`src/rtl/avmm_pio_gen2.sv`:
```
// Second-generation Avalon-MM PIO slave: output register with atomic set/clear,
// synchronised input port, per-bit edge capture with maskable level interrupt.
module avmm_pio_gen2 #(
    parameter int                   OUT_WIDTH   = 9,
    parameter int                   IN_WIDTH    = 8,
    parameter logic [OUT_WIDTH-1:0] RESET_VALUE = '0,
    parameter int                   EDGE_TYPE   = 0,
    parameter int                   SYNC_STAGES = 2
) (
    input  logic                 clk,
    input  logic                 reset_n,
    input  logic [2:0]           address,
    input  logic                 chipselect,
    input  logic                 write_n,
    input  logic [31:0]          writedata,
    output logic [31:0]          readdata,
    output logic [OUT_WIDTH-1:0] out_port,
    input  logic [IN_WIDTH-1:0]  in_port,
    output logic                 irq
);

    localparam logic [2:0] ADDR_DATA_OUT = 3'd0;
    localparam logic [2:0] ADDR_DATA_IN  = 3'd1;
    localparam logic [2:0] ADDR_IRQ_MASK = 3'd2;
    localparam logic [2:0] ADDR_EDGE_CAP = 3'd3;
    localparam logic [2:0] ADDR_OUTSET   = 3'd4;
    localparam logic [2:0] ADDR_OUTCLEAR = 3'd5;

    localparam logic [2:0] WARM_MAX = 3'(SYNC_STAGES + 1);

    logic                 wr;
    logic [OUT_WIDTH-1:0] wd_out;
    logic [IN_WIDTH-1:0]  wd_in;
    logic                 unused_wd;

    logic [OUT_WIDTH-1:0] data_out;
    logic [IN_WIDTH-1:0]  irq_mask;
    logic [IN_WIDTH-1:0]  edge_cap;

    logic [IN_WIDTH-1:0]  sync_q [SYNC_STAGES];
    logic [IN_WIDTH-1:0]  in_sync;
    logic [IN_WIDTH-1:0]  in_dly;
    logic [2:0]           warm_cnt;
    logic                 warm;

    logic [IN_WIDTH-1:0]  rise;
    logic [IN_WIDTH-1:0]  fall;
    logic [IN_WIDTH-1:0]  edge_hit;
    logic [IN_WIDTH-1:0]  cap_clr;

    assign wr        = chipselect & ~write_n;
    assign wd_out    = writedata[OUT_WIDTH-1:0];
    assign wd_in     = writedata[IN_WIDTH-1:0];
    assign unused_wd = ^writedata;

    // Output register: plain load plus atomic OR/AND-NOT so firmware needs no read-modify-write
    always_ff @(posedge clk or negedge reset_n) begin
        if (!reset_n) begin
            data_out <= RESET_VALUE;
        end else if (wr) begin
            case (address)
                ADDR_DATA_OUT: data_out <= wd_out;
                ADDR_OUTSET:   data_out <= data_out | wd_out;
                ADDR_OUTCLEAR: data_out <= data_out & ~wd_out;
                default:       data_out <= data_out;
            endcase
        end
    end

    assign out_port = data_out;

    always_ff @(posedge clk or negedge reset_n) begin
        if (!reset_n) begin
            irq_mask <= '0;
        end else if (wr && (address == ADDR_IRQ_MASK)) begin
            irq_mask <= wd_in;
        end
    end

    always_ff @(posedge clk or negedge reset_n) begin
        if (!reset_n) begin
            for (int s = 0; s < SYNC_STAGES; s++) begin
                sync_q[s] <= '0;
            end
            in_dly <= '0;
        end else begin
            sync_q[0] <= in_port;
            for (int s = 1; s < SYNC_STAGES; s++) begin
                sync_q[s] <= sync_q[s-1];
            end
            in_dly <= in_sync;
        end
    end

    assign in_sync = sync_q[SYNC_STAGES-1];

    // Warm-up keeps levels already present at reset release from looking like edges
    always_ff @(posedge clk or negedge reset_n) begin
        if (!reset_n) begin
            warm_cnt <= '0;
        end else if (warm_cnt != WARM_MAX) begin
            warm_cnt <= warm_cnt + 3'd1;
        end
    end

    assign warm = (warm_cnt == WARM_MAX);

    always_comb begin
        rise = in_sync & ~in_dly;
        fall = ~in_sync & in_dly;
        case (EDGE_TYPE)
            1:       edge_hit = fall;
            2:       edge_hit = rise | fall;
            default: edge_hit = rise;
        endcase
    end

    assign cap_clr = (wr && (address == ADDR_EDGE_CAP)) ? wd_in : '0;

    // New edges are OR-ed in after the clear so a coincident edge survives
    always_ff @(posedge clk or negedge reset_n) begin
        if (!reset_n) begin
            edge_cap <= '0;
        end else begin
            edge_cap <= (edge_cap & ~cap_clr) | (warm ? edge_hit : '0);
        end
    end

    assign irq = |(edge_cap & irq_mask);

    always_comb begin
        readdata = '0;
        case (address)
            ADDR_DATA_OUT: readdata[OUT_WIDTH-1:0] = data_out;
            ADDR_DATA_IN:  readdata[IN_WIDTH-1:0]  = in_sync;
            ADDR_IRQ_MASK: readdata[IN_WIDTH-1:0]  = irq_mask;
            ADDR_EDGE_CAP: readdata[IN_WIDTH-1:0]  = edge_cap;
            default:       readdata = '0;
        endcase
    end

endmodule
```
`config.mk`:
```
export PLATFORM = sky130hd
export DESIGN_NAME = avmm_pio_gen2
export DESIGN_NICKNAME = d
export VERILOG_FILES = /design/src/rtl/avmm_pio_gen2.sv
export SDC_FILE = /design/constraint.sdc
export NUM_CORES = 1
export LEC_CHECK = 0
export ABC_CLOCK_PERIOD_IN_PS = 1590
export CAP_MARGIN = 30
export CORE_MARGIN = 8
export CORE_UTILIZATION = 40
export DETAILED_ROUTE_END_ITERATION = 6
export PLACE_DENSITY = 0.76
export SYNTH_ARGS = -nofsm -noshare
export SYNTH_HDL_FRONTEND = slang
export SYNTH_SLANG_ARGS = --single-unit
export TNS_END_PERCENT = 20
```
`constraint.sdc`:
```
create_clock -name clk -period 1.59 [get_ports clk]
set_input_delay 0.3975 -clock clk [delete_from_list [all_inputs] [get_ports clk]]
set_output_delay 0.3975 -clock clk [all_outputs]
set_load 0.005 [all_outputs]
```
Yosys cells after proc, flatten, opt, wreduce, memory -nomap -nowiden --
Index checks and enable logic that the tools add are counted.
Operators by class: add/subtract/negate cells 1, equality and inequality tests 7, mux-type cells 5, bitwise operators 11, reductions and logical operators 6
Operator list (number):
- $pmux 8 s4 | 1
- $pmux 9 s3 | 1
- $and 8x8->8 | 3
- $mux 8 | 2
- $not 8->8 | 2
- $and 9x9->9 | 1
- $eq 3x2->1 const B | 3
- $not 9->9 | 1
- $or 9x9->9 | 1
- $or 8x8->8 | 1
- $reduce_or 8->1 | 1
- $eq 3x3->1 const B | 2
- $add 3x1->3 const B | 1
- $eq 3x1->1 const B | 1
- $logic_not 3->1 | 1
- $ne 3x2->1 const B | 1
- $reduce_bool 3->1 | 1
- $logic_and 1x1->1 | 2
- $reduce_and 2->1 | 1
- $and 1x1->1 | 1
- $mux 1 | 1
- $not 1->1 | 1
Word-level totals: flip-flop bits (word level) 52, word-level logic and storage cells 37

Depth between registers and ports, before layout --
depth in word-level cells 7, gate-level depth with buffers 5, depth with buffers taken out 4

Worst setup path after synthesis --
Ideal clock, no wire load.
path kind input to output, start point in address[0], end point out readdata[4], arrival 1.188 ns, path slack 0.005 ns, cell stages on the path 3, path buffers 1, cell sequence buf_6 mux4_1 nor2b_1
On the way: cells in the longest elaborated chain, start to end 2, elaborated cells on any way between the ends 5
RTL lines:
- start: declaration | RTL line 12 | input logic [2:0] address,
- $eq 3x2->1 (tied with other cells) | RTL line 133 | case (address)
- $pmux 8 s4 * | RTL line 133
- end: declaration | RTL line 16 | output logic [31:0] readdata,
Every way passes the cells marked *; elsewhere a longest branch is shown, timed or not.

Worst setup path after layout --
start point reg edge_cap[5], end point out readdata[5]
On the way: cells in the longest elaborated chain, start to end 1
RTL lines:
- start: declaration | RTL line 38 | logic [IN_WIDTH-1:0] edge_cap;
- start signal: assignment | RTL line 125 | edge_cap <= (edge_cap & ~cap_clr) | (warm ? edge_hit : '0);
- $pmux 8 s4 | RTL line 133
No other way between the ends.

==> flow_summary.ini <==
[placement]
placed_area_um2 = 3140
dpl_worst_slack_ns = -1.03
place_hpwl_mm = 4.40
port_buffers = 42
gp_congestion = 0.794

[logic_synthesis]
synthCells = 188
synth-xor-area-share_pct = 0.726
synth_mux_area_share_pct = 13.3
synth_simple_gate_area_share_pct = 11.2
synth_top_family_by_area = multiplexers
synth_top_area_cell = dfrtp_1
post_synth.cell_area_avg_um2 = 12.8
netlist.area_leader.share_pct = 53.9
synth_seq_cells = 52
ys_warn_count = 0
synth-compound-area-share_pct = 9.12
synth.distinct_cells = 29
seq_area_frac_synth_pct = 53.9
synth_area_leaders = dfrtp_1 54%, mux4_1 8.7%, buf_4 7.8%
synth_fa_ha_area_share_pct = 1.04
synth_area_um2 = 2410

[cts]
h-tree-depth = 2
cts_sinks = 52
clock_latency_ns = 0.30
clkSlewWorstSetupHoldPaths_ns = 0.08
clk_path_buf_depth = 2
cts_tree = done
cts_made_buffers = 5
cts_hold_buf = 0
cts-root-buf = clkbuf_8

[routing]
wl_per_cell_um = 16.7
wl_met2_mm = 3.02
wirelength_mm = 5.83
wl_met3_um = 490
ant_nets = 0
drt_iter0_drc = 42
drc = 0
dr.pass1.iters = 4
top_layer = met4
vias = 1701
wl_met1_mm = 2.26
viasPerCell = 4.87

[worst_setup_path]
critPathMaxFanout = 2
r2r_cells = 4
r2r-end = edge_cap[5]$_DFF_PN0_
critPathRequiredTime_ns = 1.19
cp-end-kind = output pin
path_class = flip-flop to output pin
path_cells = mux4_2 > nor2b_1 > buf_2
startpoint_type = flip-flop
cp_data_arrival_time_ns = 1.43
cpPeakStageDelay_ns = 0.46
rr_startpoint = warm_cnt[0]$_DFFE_PN0N_
slowest_stage = mux4_2
reg2reg_slack_ns = 0.23

[timing]
final-setup-viol-count = 10
drv_slew = 0
fin_skew_ns = 0.00392
fin_crit_sh_pct = 115
fin_crit_ns = 1.83
finalSetupTns_ns = -1.95
tightest_slew_ns = 0.734
finalHoldViolCount = 0
rsz0062_at_grt = yes
worst_slack_ns = -0.237
max_freq_ghz = 0.547
max_slew_margin_pct = 50.9

[power]
vdd_drop_max_mv = 0.386
power_mw = 3.30
p_per_area_nw_per_um2 = 1030
p_leak_nw = 1.46

[worst_hold_path]
hold_class = input pin to async pin

[global_routing]
antenna_found_initial = 0
grt_pass1_wl_mm = 9.49
grt_max_degree = 53
overflow = 0
grt_use_total_pct = 14.0
grt_pass1_vias = 1827

[layout]
final_layout_size_suffix_gt1_share_pct = 33.9
area_growth_pct = 32.8
fin_nets = 323
fin_area_um2 = 3210
diodes = 0

[run_status]
status = finished, violations left
violations = setup timing

[floorplanning]
die_w_um = 93.7
initial_core_util_pct = 41.0
die_h_um = 93.7
core_um2 = 5890
core.rowCount = 28
ios = 89
fp.dieArea_um2 = 8780

[flow_run]
maxCapViolCount = 0
routing by layer:
metal / up-vias / track usage (%)
met5: - / 0
met4: 0 / 4.49
met3: 6 / 4.48
met2: 60 / 24.1
met1: 843 / 16.2
li1: 792 / -
synthesized netlist by cell type, drive strengths merged:
cell and n:
clkbuf 2, mux4 8, xnor2 1, or3b 1, o21ai 9, ha 2, nor2 1, inv 7
buf 29, conb 1, nand3 8, a22oi 13, a32o 6, nor2b 19, mux2i 1, xor2 1
and3b 1, mux2 9, nand4 1, o2bb2ai 2, nor4b 2, dfrtp 52, nand2 12
power by group:
| part | total, mW | switching, mW | internal (mW) |
|---|---|---|---|
| Clock | 0.788 | 0.400 | 0.388 |
| Combinational | 0.938 | 0.371 | 0.567 |
| Sequential | 1.57 | 0.0915 | 1.48 |
metrics by stage:
step | hold WS [ns] | instances | util (%)
floorplan | 0.102 | 210 | -
global placement | 0.334 | 341 | 53.4
detailed placement | 0.335 | 341 | 53.4
CTS | 0.0823 | 349 | 54.2
global route | 0.0947 | 349 | 54.5
finish | 0.0530 | 349 | 54.5
cell usage in the layout, fill, tap and decap left out, types with 4 or more instances in the layout:
cell             instances
nor2b_1                 16
a32o_1                   6
a22oi_1                  9
nand3_1                  8
clkbuf_8                 7
dlygate4sd2_1           10
clkdlybuf4s50_1         19
buf_4                   42
o21ai_0                  8
mux2_2                   9
conb_1                  23
dfrtp_1                 52
mux4_2                   8
buf_2                   11
a22oi_2                  4
nand2_1                 11
inv_1                    7
how the worst max path moves through the flow:
stage                     startpoint     endpoint  slack, ns  cells after the start
2_1_floorplan             address[0]  readdata[4]      0.005                      3
3_3_place_gp              address[0]  readdata[1]      -1.01                      4
3_5_place_dp              address[0]  readdata[1]      -1.03                      4
4_1_cts        edge_cap[5]$_DFF_PN0_  readdata[5]      -0.26                      3
5_1_grt        edge_cap[0]$_DFF_PN0_  readdata[0]      -0.29                      3
6_report       edge_cap[5]$_DFF_PN0_  readdata[5]      -0.24                      3
area by class of cell:
type | instances | area [um2]
inverters | 7 | 26.3
multi-input cells | 120 | 961
flip-flops and latches | 52 | 1300
repair buffers | 88 | 727
clock buffers | 7 | 96.3
fillers | 526 | 2680
well taps | 75 | 93.8
sequential cells by signal, indices dropped and copies added (netlist names):
register,flops
warm_cnt,3
edge_cap,8
in_dly,8
in_sync,8
out_port,9
irq_mask,8
sync_q,8
critical path, delay by kind of cell, from the launching register on:
family,cells,cell delay [ns]
buf+inv,1,0.12
flops,1,0.41
mux,1,0.46
simple gates,1,0.13
repair_timing:
item,in CTS,in global routing
endpoints found under the setup margin,44,19
gates resized for setup,75,5
setup buffers,1,0
gates cloned,0,0
pin swaps,1,1
logic make-up (layout without fill, tap and decap cells):
kind of cell	Yosys count	count (layout)
and+or+nand+nor	45	45
other	1	23
muxes	18	18
buffers and inverters	38	102
AOI/OAI and AO/OA	30	30
DFF	52	52
adders and majority gates	2	2
xor gates and xnor gates	2	2
No activity file was read; power rests on OpenSTA's default activity.
